**src/rtl/oled_pixel_streamer_if.sv**
```systemverilog
// oled_pixel_streamer_if
//   Groups the coordinate/colour link to the renderer mux and the OLED
//   serial pins of one oled_pixel_streamer into a single bundle.
//   master : the streamer (drives coordinates, panel pins and status)
//   slave  : the renderer/panel side (drives enable, pixel_color)
//   Signals: enable, pixel_color[15:0], coordinate_x[7:0], coordinate_y[6:0],
//            oled_cs_n, oled_sclk, oled_sdin, oled_dc, frame_start,
//            frame_done, busy, and test_mode when
//            OLED_STREAMER_TESTPATTERN_EN is defined.
interface oled_pixel_streamer_if;
  logic        enable;
  logic [15:0] pixel_color;
  logic [7:0]  coordinate_x;
  logic [6:0]  coordinate_y;
  logic        oled_cs_n;
  logic        oled_sclk;
  logic        oled_sdin;
  logic        oled_dc;
  logic        frame_start;
  logic        frame_done;
  logic        busy;
`ifdef OLED_STREAMER_TESTPATTERN_EN
  logic        test_mode;

  modport master (
    input  enable, pixel_color, test_mode,
    output coordinate_x, coordinate_y, oled_cs_n, oled_sclk, oled_sdin,
           oled_dc, frame_start, frame_done, busy
  );

  modport slave (
    output enable, pixel_color, test_mode,
    input  coordinate_x, coordinate_y, oled_cs_n, oled_sclk, oled_sdin,
           oled_dc, frame_start, frame_done, busy
  );
`else
  modport master (
    input  enable, pixel_color,
    output coordinate_x, coordinate_y, oled_cs_n, oled_sclk, oled_sdin,
           oled_dc, frame_start, frame_done, busy
  );

  modport slave (
    output enable, pixel_color,
    input  coordinate_x, coordinate_y, oled_cs_n, oled_sclk, oled_sdin,
           oled_dc, frame_start, frame_done, busy
  );
`endif
endinterface

```
**src/rtl/oled_pixel_streamer.sv**
```systemverilog
// oled_pixel_streamer
//   Scans a WIDTH x HEIGHT raster (x fastest), presents each coordinate to
//   the renderer, captures the RGB565 colour it returns after COLOR_LATENCY
//   cycles and shifts it MSB first to the OLED panel. The panel samples
//   oled_sdin on the rising edge of oled_sclk. One pixel costs
//   COLOR_LATENCY + 32*SCLK_HALF + 1 cycles; frames run back to back while
//   enable stays high, and a frame is never truncated by enable.
//   Ports: faster_clk (pixel clock), rst_n (async active-low reset),
//          bus (oled_pixel_streamer_if.master, see interface header).
//   Optional: OLED_STREAMER_TESTPATTERN_EN adds bus.test_mode, which (when
//   latched high at frame start) replaces pixel_color by RGB colour bars.
module oled_pixel_streamer #(
  parameter int WIDTH         = 96,
  parameter int HEIGHT        = 64,
  parameter int SCLK_HALF     = 2,
  parameter int COLOR_LATENCY = 2
) (
  input logic                   faster_clk,
  input logic                   rst_n,
  oled_pixel_streamer_if.master bus
);

  localparam int WAIT_W = (COLOR_LATENCY > 1) ? $clog2(COLOR_LATENCY) : 1;
  localparam int HALF_W = $clog2(2 * SCLK_HALF);

  localparam logic [7:0]        X_LAST    = 8'(WIDTH - 1);
  localparam logic [6:0]        Y_LAST    = 7'(HEIGHT - 1);
  localparam logic [WAIT_W-1:0] WAIT_LAST = WAIT_W'(COLOR_LATENCY - 1);
  localparam logic [HALF_W-1:0] LOW_LAST  = HALF_W'(SCLK_HALF - 1);
  localparam logic [HALF_W-1:0] HIGH_LAST = HALF_W'(2 * SCLK_HALF - 1);

  typedef enum logic [1:0] {IDLE, FETCH, SHIFT, NEXT} state_t;

  state_t            state_q, state_d;
  logic [7:0]        x_q, x_d;
  logic [6:0]        y_q, y_d;
  logic              cs_n_q, cs_n_d;
  logic              sclk_q, sclk_d;
  logic              frame_start_q, frame_start_d;
  logic              frame_done_q, frame_done_d;
  logic              busy_q, busy_d;
  logic [15:0]       shreg_q, shreg_d;
  logic [3:0]        bit_cnt_q, bit_cnt_d;
  logic [WAIT_W-1:0] wait_q, wait_d;
  logic [HALF_W-1:0] half_q, half_d;
  logic [15:0]       load_color;
  logic              tm_q, tm_d;

  // Colour loaded into the shifter: either the renderer's answer or, when
  // the frame was started in test mode, bars chosen from the column.
`ifdef OLED_STREAMER_TESTPATTERN_EN
  always_comb begin
    load_color = bus.pixel_color;
    if (tm_q) begin
      if (x_q < 8'd32)      load_color = 16'hF800;
      else if (x_q < 8'd64) load_color = 16'h07E0;
      else                  load_color = 16'h001F;
    end
  end
  assign tm_d = bus.test_mode;
`else
  assign load_color = bus.pixel_color;
  assign tm_d       = 1'b0;
`endif

  // Next-state logic. Each serial bit is a low phase then a high phase of
  // SCLK_HALF cycles; sdin (shreg bit 15) only moves on the edge that ends
  // a high phase, so it is stable across every rising edge.
  always_comb begin
    state_d       = state_q;
    x_d           = x_q;
    y_d           = y_q;
    cs_n_d        = cs_n_q;
    sclk_d        = sclk_q;
    frame_start_d = 1'b0;
    frame_done_d  = 1'b0;
    busy_d        = busy_q;
    shreg_d       = shreg_q;
    bit_cnt_d     = bit_cnt_q;
    wait_d        = wait_q;
    half_d        = half_q;
    case (state_q)
      IDLE: begin
        cs_n_d = 1'b1;
        sclk_d = 1'b1;
        if (bus.enable) begin
          x_d           = 8'd0;
          y_d           = 7'd0;
          cs_n_d        = 1'b0;
          busy_d        = 1'b1;
          frame_start_d = 1'b1;
          wait_d        = '0;
          state_d       = FETCH;
        end
      end
      FETCH: begin
        if (wait_q == WAIT_LAST) begin
          shreg_d   = load_color;
          bit_cnt_d = 4'd15;
          half_d    = '0;
          sclk_d    = 1'b0;
          state_d   = SHIFT;
        end else begin
          wait_d = wait_q + WAIT_W'(1);
        end
      end
      SHIFT: begin
        if (half_q == LOW_LAST) begin
          sclk_d = 1'b1;
          half_d = half_q + HALF_W'(1);
        end else if (half_q == HIGH_LAST) begin
          if (bit_cnt_q == 4'd0) begin
            state_d = NEXT;
          end else begin
            shreg_d   = {shreg_q[14:0], 1'b0};
            bit_cnt_d = bit_cnt_q - 4'd1;
            half_d    = '0;
            sclk_d    = 1'b0;
          end
        end else begin
          half_d = half_q + HALF_W'(1);
        end
      end
      NEXT: begin
        wait_d  = '0;
        state_d = FETCH;
        if (x_q == X_LAST && y_q == Y_LAST) begin
          frame_done_d = 1'b1;
          x_d          = 8'd0;
          y_d          = 7'd0;
          if (bus.enable) begin
            frame_start_d = 1'b1;
          end else begin
            cs_n_d  = 1'b1;
            busy_d  = 1'b0;
            state_d = IDLE;
          end
        end else if (x_q == X_LAST) begin
          x_d = 8'd0;
          y_d = y_q + 7'd1;
        end else begin
          x_d = x_q + 8'd1;
        end
      end
      default: state_d = IDLE;
    endcase
  end

  // State register; test_mode is latched only when a frame begins.
  always_ff @(posedge faster_clk or negedge rst_n) begin
    if (!rst_n) begin
      state_q       <= IDLE;
      x_q           <= 8'd0;
      y_q           <= 7'd0;
      cs_n_q        <= 1'b1;
      sclk_q        <= 1'b1;
      frame_start_q <= 1'b0;
      frame_done_q  <= 1'b0;
      busy_q        <= 1'b0;
      shreg_q       <= 16'd0;
      bit_cnt_q     <= 4'd0;
      wait_q        <= '0;
      half_q        <= '0;
      tm_q          <= 1'b0;
    end else begin
      state_q       <= state_d;
      x_q           <= x_d;
      y_q           <= y_d;
      cs_n_q        <= cs_n_d;
      sclk_q        <= sclk_d;
      frame_start_q <= frame_start_d;
      frame_done_q  <= frame_done_d;
      busy_q        <= busy_d;
      shreg_q       <= shreg_d;
      bit_cnt_q     <= bit_cnt_d;
      wait_q        <= wait_d;
      half_q        <= half_d;
      if (frame_start_d) tm_q <= tm_d;
    end
  end

  assign bus.coordinate_x = x_q;
  assign bus.coordinate_y = y_q;
  assign bus.oled_cs_n    = cs_n_q;
  assign bus.oled_sclk    = sclk_q;
  assign bus.oled_sdin    = shreg_q[15];
  assign bus.oled_dc      = 1'b1;
  assign bus.frame_start  = frame_start_q;
  assign bus.frame_done   = frame_done_q;
  assign bus.busy         = busy_q;

endmodule

```
**src/flat_wrapper.sv**
```systemverilog
// flat-port wrapper written by rule: the top's interface ports become plain ports
module oled_pixel_streamer_flat 
#(
  parameter int WIDTH         = 96,
  parameter int HEIGHT        = 64,
  parameter int SCLK_HALF     = 2,
  parameter int COLOR_LATENCY = 2
)
  (faster_clk, rst_n, bus_enable, bus_pixel_color, bus_coordinate_x, bus_coordinate_y, bus_oled_cs_n, bus_oled_sclk, bus_oled_sdin, bus_oled_dc, bus_frame_start, bus_frame_done, bus_busy);
  oled_pixel_streamer_if bus_i ();
  input logic faster_clk;
  input logic rst_n;
  input wire logic [$bits(bus_i.enable)-1:0] bus_enable;
  input wire logic [$bits(bus_i.pixel_color)-1:0] bus_pixel_color;
  output wire logic [$bits(bus_i.coordinate_x)-1:0] bus_coordinate_x;
  output wire logic [$bits(bus_i.coordinate_y)-1:0] bus_coordinate_y;
  output wire logic [$bits(bus_i.oled_cs_n)-1:0] bus_oled_cs_n;
  output wire logic [$bits(bus_i.oled_sclk)-1:0] bus_oled_sclk;
  output wire logic [$bits(bus_i.oled_sdin)-1:0] bus_oled_sdin;
  output wire logic [$bits(bus_i.oled_dc)-1:0] bus_oled_dc;
  output wire logic [$bits(bus_i.frame_start)-1:0] bus_frame_start;
  output wire logic [$bits(bus_i.frame_done)-1:0] bus_frame_done;
  output wire logic [$bits(bus_i.busy)-1:0] bus_busy;
  assign bus_i.enable = bus_enable;
  assign bus_i.pixel_color = bus_pixel_color;
  assign bus_coordinate_x = bus_i.coordinate_x;
  assign bus_coordinate_y = bus_i.coordinate_y;
  assign bus_oled_cs_n = bus_i.oled_cs_n;
  assign bus_oled_sclk = bus_i.oled_sclk;
  assign bus_oled_sdin = bus_i.oled_sdin;
  assign bus_oled_dc = bus_i.oled_dc;
  assign bus_frame_start = bus_i.frame_start;
  assign bus_frame_done = bus_i.frame_done;
  assign bus_busy = bus_i.busy;
  oled_pixel_streamer #(.WIDTH(WIDTH), .HEIGHT(HEIGHT), .SCLK_HALF(SCLK_HALF), .COLOR_LATENCY(COLOR_LATENCY)) u_core (.faster_clk(faster_clk), .rst_n(rst_n), .bus(bus_i));
endmodule
```
**config.mk**
```make
export PLATFORM = sky130hd
export DESIGN_NAME = oled_pixel_streamer_flat
export DESIGN_NICKNAME = d
export VERILOG_FILES = /design/src/rtl/oled_pixel_streamer_if.sv /design/src/rtl/oled_pixel_streamer.sv /design/src/flat_wrapper.sv
export SDC_FILE = /design/constraint.sdc
export NUM_CORES = 1
export LEC_CHECK = 0
export ABC_AREA = 0
export CAP_MARGIN = 20
export CORE_ASPECT_RATIO = 0.9
export CORE_MARGIN = 2
export CORE_UTILIZATION = 35
export DETAILED_ROUTE_END_ITERATION = 8
export DONT_BUFFER_PORTS = 1
export PLACE_DENSITY_LB_ADDON = 0.2
export SLEW_MARGIN = 20
export SYNTH_ARGS = -nofsm -noshare
export SYNTH_HDL_FRONTEND = slang
export SYNTH_SLANG_ARGS = --single-unit
```
**constraint.sdc**
```tcl
create_clock -name faster_clk -period 2.1 [get_ports faster_clk]
set_input_delay 0.21 -clock faster_clk [delete_from_list [all_inputs] [get_ports faster_clk]]
set_output_delay 0.21 -clock faster_clk [all_outputs]
set_load 0.05 [all_outputs]
```
After elaboration in Yosys (flattened, before gate mapping)
Index checks and enable logic that the tools add are counted.
Operators by class
  add/sub/neg operators: 5
  $mul: 0
  div/mod/pow operators: 0
  $lt $le $gt $ge: 0
  eq/ne operators: 19
  shifts and indexed selects: 0
  mux-type cells: 52
  bitwise gates (word level): 0
  reduce and logical (&&, ||, !) cells: 16
Operator list (count)
  two-way mux 16 bit: 4
  one-hot mux 16 bit (2 select lines): 1
  two-way mux 8 bit: 3
  two-way mux 7 bit: 3
  two-way mux 2 bit: 10
  two-way mux 1 bit: 17
  two-way mux 4 bit: 4
  one-hot mux 8 bit (2 select lines): 1
  one-hot mux 7 bit (2 select lines): 1
  AND reduction 5 bit: 2
  AND reduction 3 bit: 3
  adder 8 x 1 -> 8 bit, second input constant: 1
  equality test 8 x 7 -> 1 bit, second input constant: 1
  inequality test 2 x 1 -> 1 bit, second input constant: 4
  inequality test 2 bit, second input constant: 4
  one-hot mux 2 bit (4 select lines): 1
  one-hot mux 4 bit (2 select lines): 1
  AND reduction 4 bit: 2
  adder 7 x 1 -> 7 bit, second input constant: 1
  equality test 7 x 6 -> 1 bit, second input constant: 1
  equality test 2 bit, second input constant: 3
  inequality test 3 x 1 -> 1 bit, second input constant: 2
  one-hot mux 1 bit (2 select lines): 3
  one-hot mux 1 bit (3 select lines): 2
  other kinds (13): 17
Storage, ports and cells
  register bits: 45
  bits in latches: 0
  bits in writable memories: 0
  memory bits (read-only): 0
  input port bits: 19
  output and inout port bits: 22
  logic and storage cells: 104
  memories kept: 0

Longest topological paths before layout
Gate-level depths: netlist of run 1.
  depth after elaboration: 5
  mapped depth: 8
  depth with buffers taken out: 6

Worst setup path before layout of run 1
OpenSTA, ideal clock, no wires.
  path type: flip-flop to flip-flop
  start point: reg u_core.x_q[1], in the netlist u_core.bus.coordinate_x[1]
  end point: reg u_core.y_q[3], in the netlist u_core.bus.coordinate_y[3]
  setup time: 0.120 ns
  arrival time: 1.806 ns
  required time: 1.980 ns
  setup slack: 0.174 ns
  stages on the path, launching flop included: 7
  path buffers: 1
  clock period less this slack: 1.926 ns
  path through: dfrtp_1 ha_1 and4_1 buf_6 nand4_2 and2_1 a31o_1
On the way
  cells in the longest elaborated chain, start to end: 4
  elaborated cells between the ends (all ways): 6
  those cells by class: eq/ne (2); mux (2); reduce/logical (2)
Ends and longest elaborated chain
  start, declared: line oled_pixel_streamer.sv:35  | logic [7:0] x_q, x_d;
  start signal, assigned: line oled_pixel_streamer.sv:153  | x_q <= 8'd0;
  start signal, assigned: line oled_pixel_streamer.sv:167  | x_q <= x_d;
  equality test 8 x 7 -> 1 bit *: line oled_pixel_streamer.sv:127, oled_pixel_streamer.sv:138
  logical AND 1 bit: line oled_pixel_streamer.sv:127  | if (x_q == X_LAST && y_q == Y_LAST) begin
  inequality test 3 x 1 -> 1 bit (no source line) or two-way mux 7 bit (tied branches)
  AND reduction 3 bit (no source line) or one-hot mux 7 bit (2 select lines) (tied branches)
  end signal, assigned: line oled_pixel_streamer.sv:168  | y_q <= y_d;
  end, declared: line oled_pixel_streamer.sv:36  | logic [6:0] y_q, y_d;
Mark *: on every way between the ends. The rest lies on a longest branch, timed or not.
A chain may end at the register's enable or synchronous reset.

Final worst setup path of run 1
  start point: reg u_core.state_q[1]
  end point: reg u_core.y_q[3], in the netlist u_core.bus.coordinate_y[3]
On the way
  cells in the longest elaborated chain, start to end: 3
  elaborated cells between the ends (all ways): 7
  those cells by class: eq/ne (3); mux (1); reduce/logical (3)
Ends and longest elaborated chain
  start, declared: line oled_pixel_streamer.sv:34  | state_t state_q, state_d;
  start signal, assigned: line oled_pixel_streamer.sv:166  | state_q <= state_d;
  equality test 2 bit or logical NOT 2 bit (tied branches): line oled_pixel_streamer.sv:82  | case (state_q)
  inequality test 3 x 1 -> 1 bit (no source line) (tied with other cells)
  AND reduction 3 bit (no source line)
Parallel ways exist; a longest one is shown, timed or not.

==> impl_metrics.ini, run 1 <==
[synth]
netlist_area_mm2 = 0.00258
synth-seq-cells = 45
syn_nets = 296
post-synth-top-area-cell = dfrtp_1
synth_top_area_share_pct = 41.6
yosysSeqAreaShare_pct = 43.7
synth_common_cells = dfrtp_1 (43), nand2_1 (33), o21ai_0 (25), mux2i_1 (20), ha_1 (13)
synth_area_per_cell_um2 = 9.79
synth_most_common_cell = dfrtp_1
synth-warning-count = 0
async_reset_ff_share_pct = 100
synth_cells = 264
synth_ff_type = dfrtp_1
synth_edf_count = 0
ys_top_cells_by_area = dfrtp_1 (42%), mux2i_1 (7.7%), ha_1 (6.3%), o21ai_0 (4.8%), nand2_1 (4.8%)
synth.distinct_cells = 58

[floorplan]
coreArea_mm2 = 0.00711
dieArea_mm2 = 0.00809
die_h_um = 85.5
start_util_pct = 36.3
io_pins = 41
die_w_um = 94.6
placementRows = 29

[critical_path]
ff2ff_path_depth = 5
reg2reg_from = u_core.state_q[1]
critPathLaunchType = flop
cp_slowest_cell = dfrtp_1
worstPathRequired_ns = 2.34
endpoint_kind = flop
worst_ep_arrival_time_ns = 2.09
r2r_end = u_core.bus.coordinate_y[3]
timing.reg2reg.setup_slack_ns = 0.26
path_class = reg2reg
crit_chain = ha_1, clkinv_1, nor4_1, a32o_1, a31o_1
crit_fanout = 11
crit_path_max_incr_delay_ns = 0.43

[timing]
slew_violations = 0
tightestPinTransition_ns = 0.522
fin_skew_ns = 0.00559
maxSlewHeadroom_pct = 65.2
setup_viol_count_final = 0
timing.final.crit_share_pct = 87.8
rsz0062_at_grt = false
fin_crit_ns = 1.84
hold_violations = 0
fmax_mhz = 543
hold_slack_ns = 0.0333
totalNegativeSetupSlack_ns = 0

[finish]
drive_gt1_share_pct = 17.3
insertedDiodeCount = 0
syn_to_final_growth_pct = 14.8
nNetsFinal = 315
fillers = 716

[power_and_ir_drop]
leakagePower_nw = 1.39
power_density_mw_per_mm2 = 535
ir_worst_vdd_mv = 0.239

[clock_tree]
cts_tree = done
post_cts_buffers = 0
numCtsBuffers = 5
clock_sinks = 45
clkLatencyLatePin_ns = 0.30
cts_buffer_depth = 2
cts_root_buf = clkbuf_8
clkTransAtPathRegs_ns = 0.09
htree_num_levels = 2

[global_routing]
antenna_found_initial = 0
grt_pass1_wl_mm = 9.61
grt_max_degree = 46
grt_overflow = 0
grt_usage_pct = 15.1
grt_pass1_vias = 1939

[route]
top_layer = met4
dr_wl_met3_um = 311
routedWlPerCell_um = 15.2
ant_nets = 0
met2_length_mm = 2.43
wirelength_mm = 5.71
initialDrtViolationCount = 84
drc = 0
firstDrtPassIters = 4
via_per_inst = 5.20
num_vias = 1960
m1WireLength_mm = 2.89

[placed_design]
routabilityCongestion = 0.817
hpwlAfterDp_mm = 4.14
io_buffers = 0

[run_status]
status = finished clean

[worst_hold_path]
hp-class = in2reg
hold_depth = 1
hp-start = bus_enable
min_to = u_core.bus.frame_start

[job]
max-cap-violations = 0
through the flow:
| stage | worst slack, ns | total power, mW | area (um^2) | utilization (%) | instances |
|---|---|---|---|---|---|
| 2_1_floorplan | 0.174 | 0.905 | 2580 | - | 264 |
| 3_3_place_gp | 0.248 | 0.904 | 2810 | 39.5 | 367 |
| 3_5_place_dp | 0.227 | 0.905 | 2810 | 39.5 | 367 |
| 4_1_cts | 0.190 | 1.62 | 2960 | 41.7 | 377 |
| 5_1_grt | 0.0645 | 1.66 | 2970 | 41.7 | 377 |
| 6_report | 0.257 | 1.59 | 2970 | 41.7 | 377 |
layout by cell type, fill, tap and decap left out, types with 2 or more instances in the layout:
cell type	Yosys	final
o22ai_1	5	5
nand4_1	2	2
o2111ai_1	3	2
a21oi_1	12	12
mux2i_1	20	20
o31ai_1	3	3
nand2b_1	3	3
ha_1	13	12
nand2_1	33	33
o21ai_1	2	2
nor3_1	4	4
o21ai_0	25	25
inv_1	12	12
clkbuf_8	0	5
dfstp_2	2	2
nor2_1	11	11
a31o_1	2	2
nor4_1	2	2
dfrtp_1	43	43
a32o_1	3	3
a31oi_1	2	2
a22o_1	2	2
nor2b_1	3	3
and3_1	5	5
a21boi_0	2	2
nand3_1	6	6
o211ai_1	2	2
buf_4	2	24
mux2_2	3	3
worst max-delay path by stage:
stage,startpoint,to,cells after the start
floorplan,u_core.bus.coordinate_x[1],u_core.bus.coordinate_y[3],6
global placement,u_core.state_q[0],u_core.bus.coordinate_x[6],7
detailed placement,u_core.state_q[0],u_core.bus.coordinate_x[6],7
CTS,u_core.state_q[0],u_core.bus.coordinate_x[6],7
global route,u_core.state_q[0],u_core.bus.coordinate_x[6],7
finish,u_core.state_q[1],u_core.bus.coordinate_y[3],5
worst max-delay path, delay by kind of cell (launching register included):
| kind | cells | cell delay [ns] |
|---|---|---|
| flops | 1 | 0.43 |
| fa+ha+maj | 1 | 0.40 |
| simple gates | 1 | 0.34 |
| buf+inv | 1 | 0.31 |
| compound gates | 2 | 0.31 |
logic make-up (layout without fill, tap and decap cells):
| group | Yosys count | in the layout | share of synthesized area [%] |
|---|---|---|---|
| AND/OR/NAND/NOR | 79 | 79 | 16.1 |
| other | 1 | 1 | 0.145 |
| multiplexers | 23 | 23 | 9.05 |
| AO/OA/AOI/OAI | 76 | 76 | 19.9 |
| adder cells (fa/ha/maj) | 13 | 13 | 6.29 |
| buffers and inverters | 27 | 47 | 4.84 |
| flip-flops | 45 | 45 | 43.7 |
where the power goes:
group	leakage, nW	switching, mW	internal, mW	total (mW)
clock network	0.0543	0.319	0.356	0.676
registers	0.580	0.00612	0.871	0.877
logic	0.754	0.0247	0.0107	0.0354
state kept, by name, summed over array words and instances, names as in the netlist:
register                 cells
u_core.bus.frame_done        1
u_core.wait_q                1
u_core.bus.oled_sclk         1
u_core.half_q                2
u_core.bus.frame_start       1
u_core.bus.busy              1
u_core.shreg_q              16
u_core.bus.coordinate_y      7
u_core.bit_cnt_q             4
u_core.state_q               2
u_core.bus.coordinate_x      8
u_core.bus.oled_cs_n         1
layer usage:
metal / up-vias / track usage (%)
met5: - / 0
met4: 0 / 4.74
met3: 6 / 3.87
met2: 37 / 21.8
met1: 926 / 22.3
li1: 991 / -
layout make-up:
class	count	area, um^2	share of cell area (%)
Multi-Input combinational cell	192	1340	45.2
Sequential cell	45	1130	38.0
Timing Repair Buffer	26	218	7.34
Tap cell	93	116	3.92
Clock buffer	5	68.8	2.32
Inverter	13	48.8	1.64
Clock inverter	3	46.3	1.56
timing repair:
item,CTS,global route
endpoints found under the setup margin,0,1
endpoints found under the hold margin,45,0
hold buffers,2,0
resized for setup,0,1
Note: power is estimated with default switching activity, not from simulation.
==> run 2, diff against run 1 <==
--- a/config.mk
+++ b/config.mk
@@ -12,6 +12,7 @@
 export CORE_UTILIZATION = 35
 export DETAILED_ROUTE_END_ITERATION = 8
 export DONT_BUFFER_PORTS = 1
+export HOLD_SLACK_MARGIN = 0.03
 export PLACE_DENSITY_LB_ADDON = 0.2
 export SLEW_MARGIN = 20
 export SYNTH_ARGS = -nofsm -noshare
==> constraint.sdc (replaced) <==
create_clock -name faster_clk -period 2.1 [get_ports faster_clk]
set_input_delay 0.21 -clock faster_clk [delete_from_list [all_inputs] [get_ports faster_clk]]
set_output_delay 0.21 -clock faster_clk [all_outputs]
set_load 0.02 [all_outputs]
==> impl_metrics.ini, run 2 (same netlist as run 1, synthesis figures left out) <==
[run_status]
status = finished clean

[critical_path]
cp_slowest_cell = ha_1
r2r_end = u_core.shreg_q[0]
ff2ff_path_depth = 6
critPathLaunchType = flop
cp_common_cell = buf_4
endpoint_kind = flop
worst_ep_arrival_time_ns = 2.09
reg2reg_from = u_core.state_q[0]
timing.reg2reg.setup_slack_ns = 0.20
crit_path_max_incr_delay_ns = 0.45
crit_fanout = 31
worstPathRequired_ns = 2.29
crit_chain = inv_1, ha_1, buf_4, o2111ai_2, buf_4, a22o_1
startpoint = u_core.state_q[0]
path_class = reg2reg

[finish]
final_cell_count_no_fill = 376
drive_gt1_share_pct = 16.6
syn_to_final_growth_pct = 13.9
fillers = 723
insertedDiodeCount = 0
multiInputGateArea_mm2 = 0.00135
nNetsFinal = 314
mostFrequentLayoutCell = dfrtp_1
largest_reg_flops = 16
largest_register = u_core.shreg_q
layout_common_cells = dfrtp_1 (43), nand2_1 (33), o21ai_0 (25)
regArea_mm2 = 0.00113

[timing]
setup_viol_count_final = 0
setup_ws_ns = 0.201
fin_skew_ns = 0.00822
timing.final.crit_share_pct = 90.4
hold_slack_ns = 0.0458
fin_crit_ns = 1.90
slew_violations = 0
totalNegativeSetupSlack_ns = 0
rsz0062_at_grt = false
hold_violations = 0
fmax_mhz = 527

[worst_hold_path]
hold_depth = 1
hp-class = in2reg
hp-start = bus_pixel_color[0]
min_to = u_core.shreg_q[0]

[clock_tree]
cts_buffer_depth = 2
htree_num_levels = 2
clkLatencyLatePin_ns = 0.30
cts_tree = done
cts_root_buf = clkbuf_8
clock_sinks = 45
numCtsBuffers = 5
clkTransAtPathRegs_ns = 0.09

[floorplan]
die_h_um = 85.5
die_w_um = 94.6
dieArea_mm2 = 0.00809
start_util_pct = 36.3
placementRows = 29
io_pins = 41
coreArea_mm2 = 0.00711

[route]
drc = 0
initialDrtViolationCount = 96
firstDrtPassIters = 4
routedWlPerCell_um = 15.7
ant_nets = 0
num_vias = 2009
via_per_inst = 5.34
wirelength_mm = 5.90

[power_and_ir_drop]
power.internal_mw = 1.12
pwr-share-seq_pct = 59.7
ir_worst_vdd_mv = 0.243
power_density_mw_per_mm2 = 498
leakagePower_nw = 1.37
switchingPower_uw = 347
pwr-share-comb_pct = 2.4
p_clk_share_pct = 37.9
power_mw = 1.47
p_sw_share_pct = 23.6

[placed_design]
routabilityCongestion = 0.830
io_buffers = 0
hpwlAfterDp_mm = 4.10
dp.cells = 365
place_ws_ns = 0.202

[global_routing]
grt_overflow = 0
grt_usage_pct = 15.0
grt_pass1_wl_mm = 9.61
grt_max_degree = 46
antenna_found_initial = 0
grt_pass1_vias = 1900

[job]
max-cap-violations = 0
[run 2: critical path, delay by kind of cell (launching register included)]
kind	cells	cell delay (ns)
adder cells (fa/ha/maj)	1	0.45
flip-flops	1	0.41
AO/OA/AOI/OAI	2	0.35
buffers and inverters	3	0.57
[run 2: worst max-delay path by stage]
stage                                 endpoint  slack (ns)
finish                       u_core.shreg_q[0]        0.20
detailed placement  u_core.bus.coordinate_y[3]        0.20
floorplan           u_core.bus.coordinate_y[5]        0.35
global placement    u_core.bus.coordinate_y[2]        0.20
CTS                 u_core.bus.coordinate_x[6]        0.17
global route        u_core.bus.coordinate_y[3]        0.02
[run 2: layout make-up]
cell class                 instances  share of cell area (%)
sequential                        45                    38.3
multi-input combinational        192                    45.8
clock buffer                       5                    2.34
inverter                          13                    1.66
clock inverter                     3                   0.722
timing repair buffer              25                    7.22
tap                               93                    3.95
[run 2: metal layers]
| metal | wire length [um] | share of wire (%) | track usage [%] | up-vias |
|---|---|---|---|---|
| met1 | 2930 | 50 | 22.2 | 972 |
| met2 | 2580 | 44 | 21.9 | 47 |
| met5 | 0 | 0 | 0 | - |
| met4 | 42 | 0.71 | 4.35 | 0 |
| li1 | - | - | - | 988 |
| met3 | 347 | 5.9 | 3.69 | 2 |
[run 2: power groups by stage]
stage / clock [mW] / sequential, mW / combinational [mW]
2_1_floorplan: 0 / 0.891 / 0.00905
3_3_place_gp: 0 / 0.892 / 0.00825
3_5_place_dp: 0 / 0.892 / 0.00869
4_1_cts: 0.586 / 0.875 / 0.0372
5_1_grt: 0.623 / 0.875 / 0.0409
6_report: 0.556 / 0.875 / 0.0352
[run 2: stage by stage]
step,instance area [um^2],util (%)
3_5_place_dp,2800,39.3
2_1_floorplan,2580,-
4_1_cts,2930,41.3
3_3_place_gp,2800,39.3
6_report,2940,41.4
5_1_grt,2940,41.4
[run 2: what timing repair did]
action,in CTS,in global routing
buffers inserted,0,0
endpoints found under the setup margin,0,2
endpoints found under the hold margin,46,0
hold buffers,3,0
resized for setup,0,2
==> RTL edit 1 (config.mk and constraints of run 2) <==
`COLOR_LATENCY` is set to 2 in 2 places; all go to 8.
--- a/src/rtl/oled_pixel_streamer.sv
+++ b/src/rtl/oled_pixel_streamer.sv
@@ -13,7 +13,7 @@
   parameter int WIDTH         = 96,
   parameter int HEIGHT        = 64,
   parameter int SCLK_HALF     = 2,
-  parameter int COLOR_LATENCY = 2
+  parameter int COLOR_LATENCY = 8
 ) (
   input logic                   faster_clk,
   input logic                   rst_n,
--- a/src/flat_wrapper.sv
+++ b/src/flat_wrapper.sv
@@ -4,7 +4,7 @@
   parameter int WIDTH         = 96,
   parameter int HEIGHT        = 64,
   parameter int SCLK_HALF     = 2,
-  parameter int COLOR_LATENCY = 2
+  parameter int COLOR_LATENCY = 8
 )
   (faster_clk, rst_n, bus_enable, bus_pixel_color, bus_coordinate_x, bus_coordinate_y, bus_oled_cs_n, bus_oled_sclk, bus_oled_sdin, bus_oled_dc, bus_frame_start, bus_frame_done, bus_busy);
   oled_pixel_streamer_if bus_i ();
Check against the original RTL: not equivalent (Yosys sat finds a counterexample within 4 cycles, from zero or initial values and one cycle with rst_n low).
==> RTL edit 1 against run 2 <==
Sequential cell count grew 2. Wire length grew 4.5%. Final cell count grew 3.2%. Fmax shrank 2.4%. Setup slack lost 0.046 ns. Synthesized area grew 4.5%. Core utilization shrank 0.15 points. Design area grew 5.2%. Power grew 20%. Largest cell class unchanged. Largest power group unchanged. Highest routed layer unchanged.
==> RTL edit 1: results <==
metrics = {
    "clock_network": {
        "postCtsResizedCells": 0,
        "clk_pin_slew_worst_paths_ns": 0.09,
        "ctsLongestPathBuffers": 2,
        "root_buffer": "sky130_fd_sc_hd__clkbuf_8",
        "numCtsBuffers": 5,
        "source_to_sink_clock_delay_at_the_later_pin_of_the_worst_skew_pair_ns": 0.31,
        "htree_num_levels": 2,
    },
    "placed_design": {
        "dp.cells": 376,
        "finalWeightedCongestion": 0.746,
        "dp_hpwl_um": 4220,
        "dp_worst_setup_slack_ns": 0.176,
        "dpl_cell_area_mm2": 0.00290,
    },
    "yosys": {
        "multiplexer_area_fraction_after_synthesis_pct": 8.57,
        "mappedNetlistNets": 306,
        "async_reset_ff_share_pct": 100,
        "yosysUniqueCellTypes": 57,
        "synth_area_per_cell_um2": 9.90,
        "adder_cell_share_of_the_synthesized_area_pct": 6.48,
        "compound_gate_portion_of_the_synthesized_area_pct": 20.3,
        "synth_seq_area_share_pct": 43.6,
        "synth_area_leaders": "sky130_fd_sc_hd__dfrtp_1, sky130_fd_sc_hd__mux2i_1, sky130_fd_sc_hd__ha_1",
        "list_of_most_frequent_post_synthesis_cells": "sky130_fd_sc_hd__dfrtp_1, sky130_fd_sc_hd__nand2_1, sky130_fd_sc_hd__a21oi_1, sky130_fd_sc_hd__mux2i_1, sky130_fd_sc_hd__a31oi_1",
    },
    "sta": {
        "hold_slack_ns": 0.0944,
        "final.setup_skew_ns": 0.00698,
        "timing.fmax_mhz": 514,
    },
    "critical_path": {
        "cp_data_arrival_time_ns": 2.13,
        "r2r_setup_slack_ns": 0.15,
        "critical_path_peak_fanout": 32,
    },
    "detailed_routing": {
        "met3RoutedLength_um": 286,
        "wirelength_um": 6160,
        "drt_first_iter_violations": 115,
        "met2WireLength_um": 2620,
        "detail_route.first_pass.iterations": 4,
        "route.vias.total": 2112,
        "detail_route.wl_per_cell_um": 15.9,
        "routed_metal_1_wirelength_um": 3190,
    },
    "power": {
        "power.leakage_nw": 1.45,
        "power.combinational.fraction_pct": 2.3,
        "switching_share_pct": 20.4,
        "power.ir.vdd_worst_mv": 0.290,
        "pg_seq_w": 0.000915,
        "seq_power_share_pct": 52.0,
    },
    "final_layout": {
        "antenna-diode-count": 0,
        "layout_cell_share_with_drive_strength_beyond_1_pct": 15.8,
        "nets": 324,
        "top_register": "u_core.shreg_q",
    },
    "global_routing": {
        "grt_max_degree": 48,
        "gr-usage-all-layers_pct": 14.6,
        "globalRouteMet1Util_pct": 21.5,
        "grt_pass1_vias": 1960,
        "grt_pass1_wl_um": 10100,
        "gr-usage-met3_pct": 3.61,
        "grt.met2_usage_pct": 21.2,
    },
    "outcome": {
        "status": "completed",
    },
}
## RTL edit 1: cell types whose count changed in the layout (fill, tap and decap cells not counted), sizes merged, moves of 5 or more
| cell | run 2 | this run |
|---|---|---|
| a31oi | 2 | 15 |
| a21oi | 12 | 24 |
| o21ai | 29 | 17 |
| nand2 | 33 | 24 |
| nand3 | 6 | 12 |
| o22ai | 5 | 0 |
## RTL edit 1: final cells by class
type | instances | area [um^2]
Multi-Input combinational cell | 201 | 1390
Clock inverter | 2 | 60.1
Timing Repair Buffer | 26 | 235
Fill cell | 736 | 4410
Inverter | 10 | 37.5
Sequential cell | 47 | 1180
Clock buffer | 6 | 72.6
Tap cell | 96 | 120
## RTL edit 1: cells by family after synthesis
family          count (synthesis)
other cells                     1
simple gates                   79
flops                          47
fa+ha+maj                      14
mux                            23
buf+inv                        25
compound gates                 84
## RTL edit 1: worst paths after layout
| kind | to | startpoint | cells after the start |
|---|---|---|---|
| max | u_core.shreg_q[14] | u_core.bit_cnt_q[0] | 7 |
| min reg2reg | u_core.shreg_q[0] | u_core.shreg_q[0] | 1 |
| min | u_core.bus.busy | bus_enable | 2 |
| max in group asynchronous | u_core.bus.oled_cs_n | rst_n | 2 |
| min in group asynchronous | u_core.bus.coordinate_x[0] | rst_n | 2 |
| max reg2reg | u_core.shreg_q[14] | u_core.bit_cnt_q[0] | 7 |
## RTL edit 1: worst max-delay path, cell delays in order, from the launching register on
cell	delay [ns]
sky130_fd_sc_hd__dfrtp_1	0.41
sky130_fd_sc_hd__inv_1	0.09
sky130_fd_sc_hd__ha_1	0.15
sky130_fd_sc_hd__nor3b_1	0.53
sky130_fd_sc_hd__o21ai_2	0.15
sky130_fd_sc_hd__buf_4	0.26
sky130_fd_sc_hd__a21oi_1	0.19
sky130_fd_sc_hd__a31oi_1	0.05
==> RTL edit 2 (flow settings as in run 2) <==
Made on the original files. Register the output `bus.oled_sdin`, without a reset; this adds one clock of latency there.
--- a/src/rtl/oled_pixel_streamer.sv
+++ b/src/rtl/oled_pixel_streamer.sv
@@ -183,7 +183,9 @@
   assign bus.coordinate_y = y_q;
   assign bus.oled_cs_n    = cs_n_q;
   assign bus.oled_sclk    = sclk_q;
-  assign bus.oled_sdin    = shreg_q[15];
+  always_ff @(posedge faster_clk) begin
+    bus.oled_sdin <= shreg_q[15];
+  end
   assign bus.oled_dc      = 1'b1;
   assign bus.frame_start  = frame_start_q;
   assign bus.frame_done   = frame_done_q;
Behaviour: not the same (Yosys sat finds a counterexample within 4 cycles, from zero or initial values and one cycle with rst_n low).
==> RTL edit 2 against run 2 <==
Setup slack worse by 0.0064 ns. Power is 7.4% higher. Combinational power is 2% lower. Clock power is 16% higher. Count of clock-buffer cells in the layout is 3 higher. Design area is 0.30% higher. Sequential share of layout area is 0.56 points higher. Wire length is 1.1% lower. Sequential cell count is 1 higher. Synthesized area is 0.24% lower. Clock skew is 0.0014 ns higher. Worst hold slack better by 0.0078 ns. Global-route usage is 0.76 points higher. Highest routed layer unchanged.
==> RTL edit 2: results <==
metrics = {
    "outcome": {
        "status": "completed",
    },
    "yosys": {
        "synth-warning-count": 0,
        "list_of_most_frequent_post_synthesis_cells": "sky130_fd_sc_hd__dfrtp_1, sky130_fd_sc_hd__a21oi_1, sky130_fd_sc_hd__nand2_1, sky130_fd_sc_hd__a31oi_1, sky130_fd_sc_hd__mux2i_1",
        "synth_seq_area_share_pct": 44.5,
        "most_used_flip_flop_cell_after_synthesis": "sky130_fd_sc_hd__dfrtp_1",
        "netlist_instances": 263,
        "synth_area_leaders": "sky130_fd_sc_hd__dfrtp_1, sky130_fd_sc_hd__mux2i_1, sky130_fd_sc_hd__ha_1",
        "yosysUniqueCellTypes": 53,
        "async_reset_ff_share_pct": 97.8,
        "mappedNetlistNets": 295,
    },
    "clock_network": {
        "ctsHoldBuffers": 2,
        "root_buffer": "sky130_fd_sc_hd__clkbuf_8",
        "clk_pin_slew_worst_paths_ns": 0.09,
        "ctsLongestPathBuffers": 2,
        "postCtsResizedCells": 0,
        "post-cts-setup-buffer-count": 0,
        "source_to_sink_clock_delay_at_the_later_pin_of_the_worst_skew_pair_ns": 0.31,
        "numCtsBuffers": 5,
        "htree_num_levels": 2,
    },
    "placed_design": {
        "dp_hpwl_um": 4150,
        "dp.cells": 364,
        "port-buffer-count": 0,
        "finalWeightedCongestion": 0.807,
    },
    "final_layout": {
        "fillers": 728,
        "max_ffs_per_register": 16,
        "nets": 312,
        "layout_cell_share_with_drive_strength_beyond_1_pct": 16.7,
        "antenna-diode-count": 0,
        "fin_cells": 374,
    },
    "critical_path": {
        "timing.rr.end": "u_core.bit_cnt_q[3]",
        "critical_path_peak_fanout": 5,
        "critPathMaxStageDelay_ns": 0.44,
        "r2r.worst_path.cells": 5,
        "cp_data_arrival_time_ns": 2.11,
        "worstReg2RegStart": "u_core.half_q[0]",
        "critical_path.slowest_cell": "sky130_fd_sc_hd__dfrtp_1",
        "worst_setup_path_start_kind": "flip-flop",
    },
    "min_path": {
        "hold_depth": 1,
        "hold_end": "u_core.bus.frame_start",
        "timing.hold.worst.start": "bus_enable",
    },
    "power": {
        "switching_share_pct": 21.5,
        "power.leakage_nw": 1.39,
        "power.ir.vdd_worst_mv": 0.273,
    },
    "sta": {
        "final.setup_skew_ns": 0.00958,
    },
    "global_routing": {
        "gr-usage-all-layers_pct": 15.8,
        "grt_max_degree": 46,
        "grt_pass1_wl_um": 10100,
        "initial_antenna_violation_count": 0,
    },
    "detailed_routing": {
        "highest_layer": "met4",
        "met3RoutedLength_um": 315,
        "ant_nets": 0,
        "route.vias.total": 2014,
        "drt_first_iter_violations": 122,
        "met2WireLength_um": 2380,
        "detail_route.wl_per_cell_um": 15.6,
        "routed_metal_1_wirelength_um": 3060,
    },
}
## RTL edit 2: cell types whose count changed in the layout (fill, tap and decap cells not counted), moves of 4 or more
cell | before | now
sky130_fd_sc_hd__and3_1 | 5 | 1
sky130_fd_sc_hd__nand2_1 | 33 | 22
sky130_fd_sc_hd__inv_1 | 12 | 7
sky130_fd_sc_hd__o22ai_1 | 5 | 0
sky130_fd_sc_hd__a21oi_1 | 12 | 25
sky130_fd_sc_hd__a31oi_1 | 2 | 18
sky130_fd_sc_hd__o21ai_0 | 25 | 7
## RTL edit 2: final cells by class
class	count	area, um^2	area share (%)
clock buffers	8	110	3.73
flip-flops and latches	46	1150	38.9
inverters	8	30.0	1.02
multi-input cells	192	1320	44.8
repair buffers	27	225	7.63
well taps	93	116	3.94
## RTL edit 2: worst max-delay path, delay by kind of cell (launching register included)
kind / cells / cell delay (ns)
adder cells (fa/ha/maj): 1 / 0.25
AND/OR/NAND/NOR: 3 / 0.94
flip-flops: 1 / 0.44
AO/OA/AOI/OAI: 1 / 0.18
## RTL edit 2: worst max path at each step
stage	depth (start not counted)	to	slack (ns)
2_1_floorplan	8	u_core.bus.coordinate_y[4]	0.30
3_3_place_gp	6	u_core.bus.coordinate_y[4]	0.29
3_5_place_dp	5	u_core.bit_cnt_q[3]	0.20
4_1_cts	7	u_core.bit_cnt_q[1]	0.19
5_1_grt	7	u_core.shreg_q[11]	0.03
6_report	5	u_core.bit_cnt_q[3]	0.19
## RTL edit 2: through the flow
step	utilization, %	instance area [um^2]	worst slack (ns)	hold WS, ns
CTS	41.5	2950	0.191	0.0475
finish	41.5	2950	0.195	0.0536
floorplan	-	2580	0.297	-0.0856
global placement	39.4	2810	0.289	-0.0848
detailed placement	39.4	2810	0.195	-0.0848
global route	41.5	2950	0.0274	0.0460
## RTL edit 2: per-layer routing
layer	GRT usage, %	vias up
met5	0	-
met4	5.14	0
met3	3.55	6
met2	21.9	48
met1	24.2	948
li1	-	1012
## RTL edit 2: cell families (layout without fill, tap and decap cells)
family / after synthesis / after routing / share of synthesized area (%)
AOI/OAI and AO/OA: 80 / 80 / 20.1
xor gates and xnor gates: 2 / 2 / 0.679
adders and majority gates: 13 / 13 / 6.31
buffers and inverters: 25 / 43 / 4.41
DFF: 46 / 46 / 44.5
muxes: 21 / 21 / 8.30
other: 1 / 1 / 0.145
and+or+nand+nor: 75 / 75 / 15.5
## RTL edit 2: power by group through the flow
stage                     Combinational (W)  Clock, W  Sequential [W]
after floorplan                   0.0000105         0        0.000912
after global placement           0.00000982         0        0.000913
final                             0.0000344  0.000645        0.000895
after global routing              0.0000407  0.000696        0.000896
after detailed placement          0.0000102         0        0.000913
after CTS                         0.0000365  0.000667        0.000895
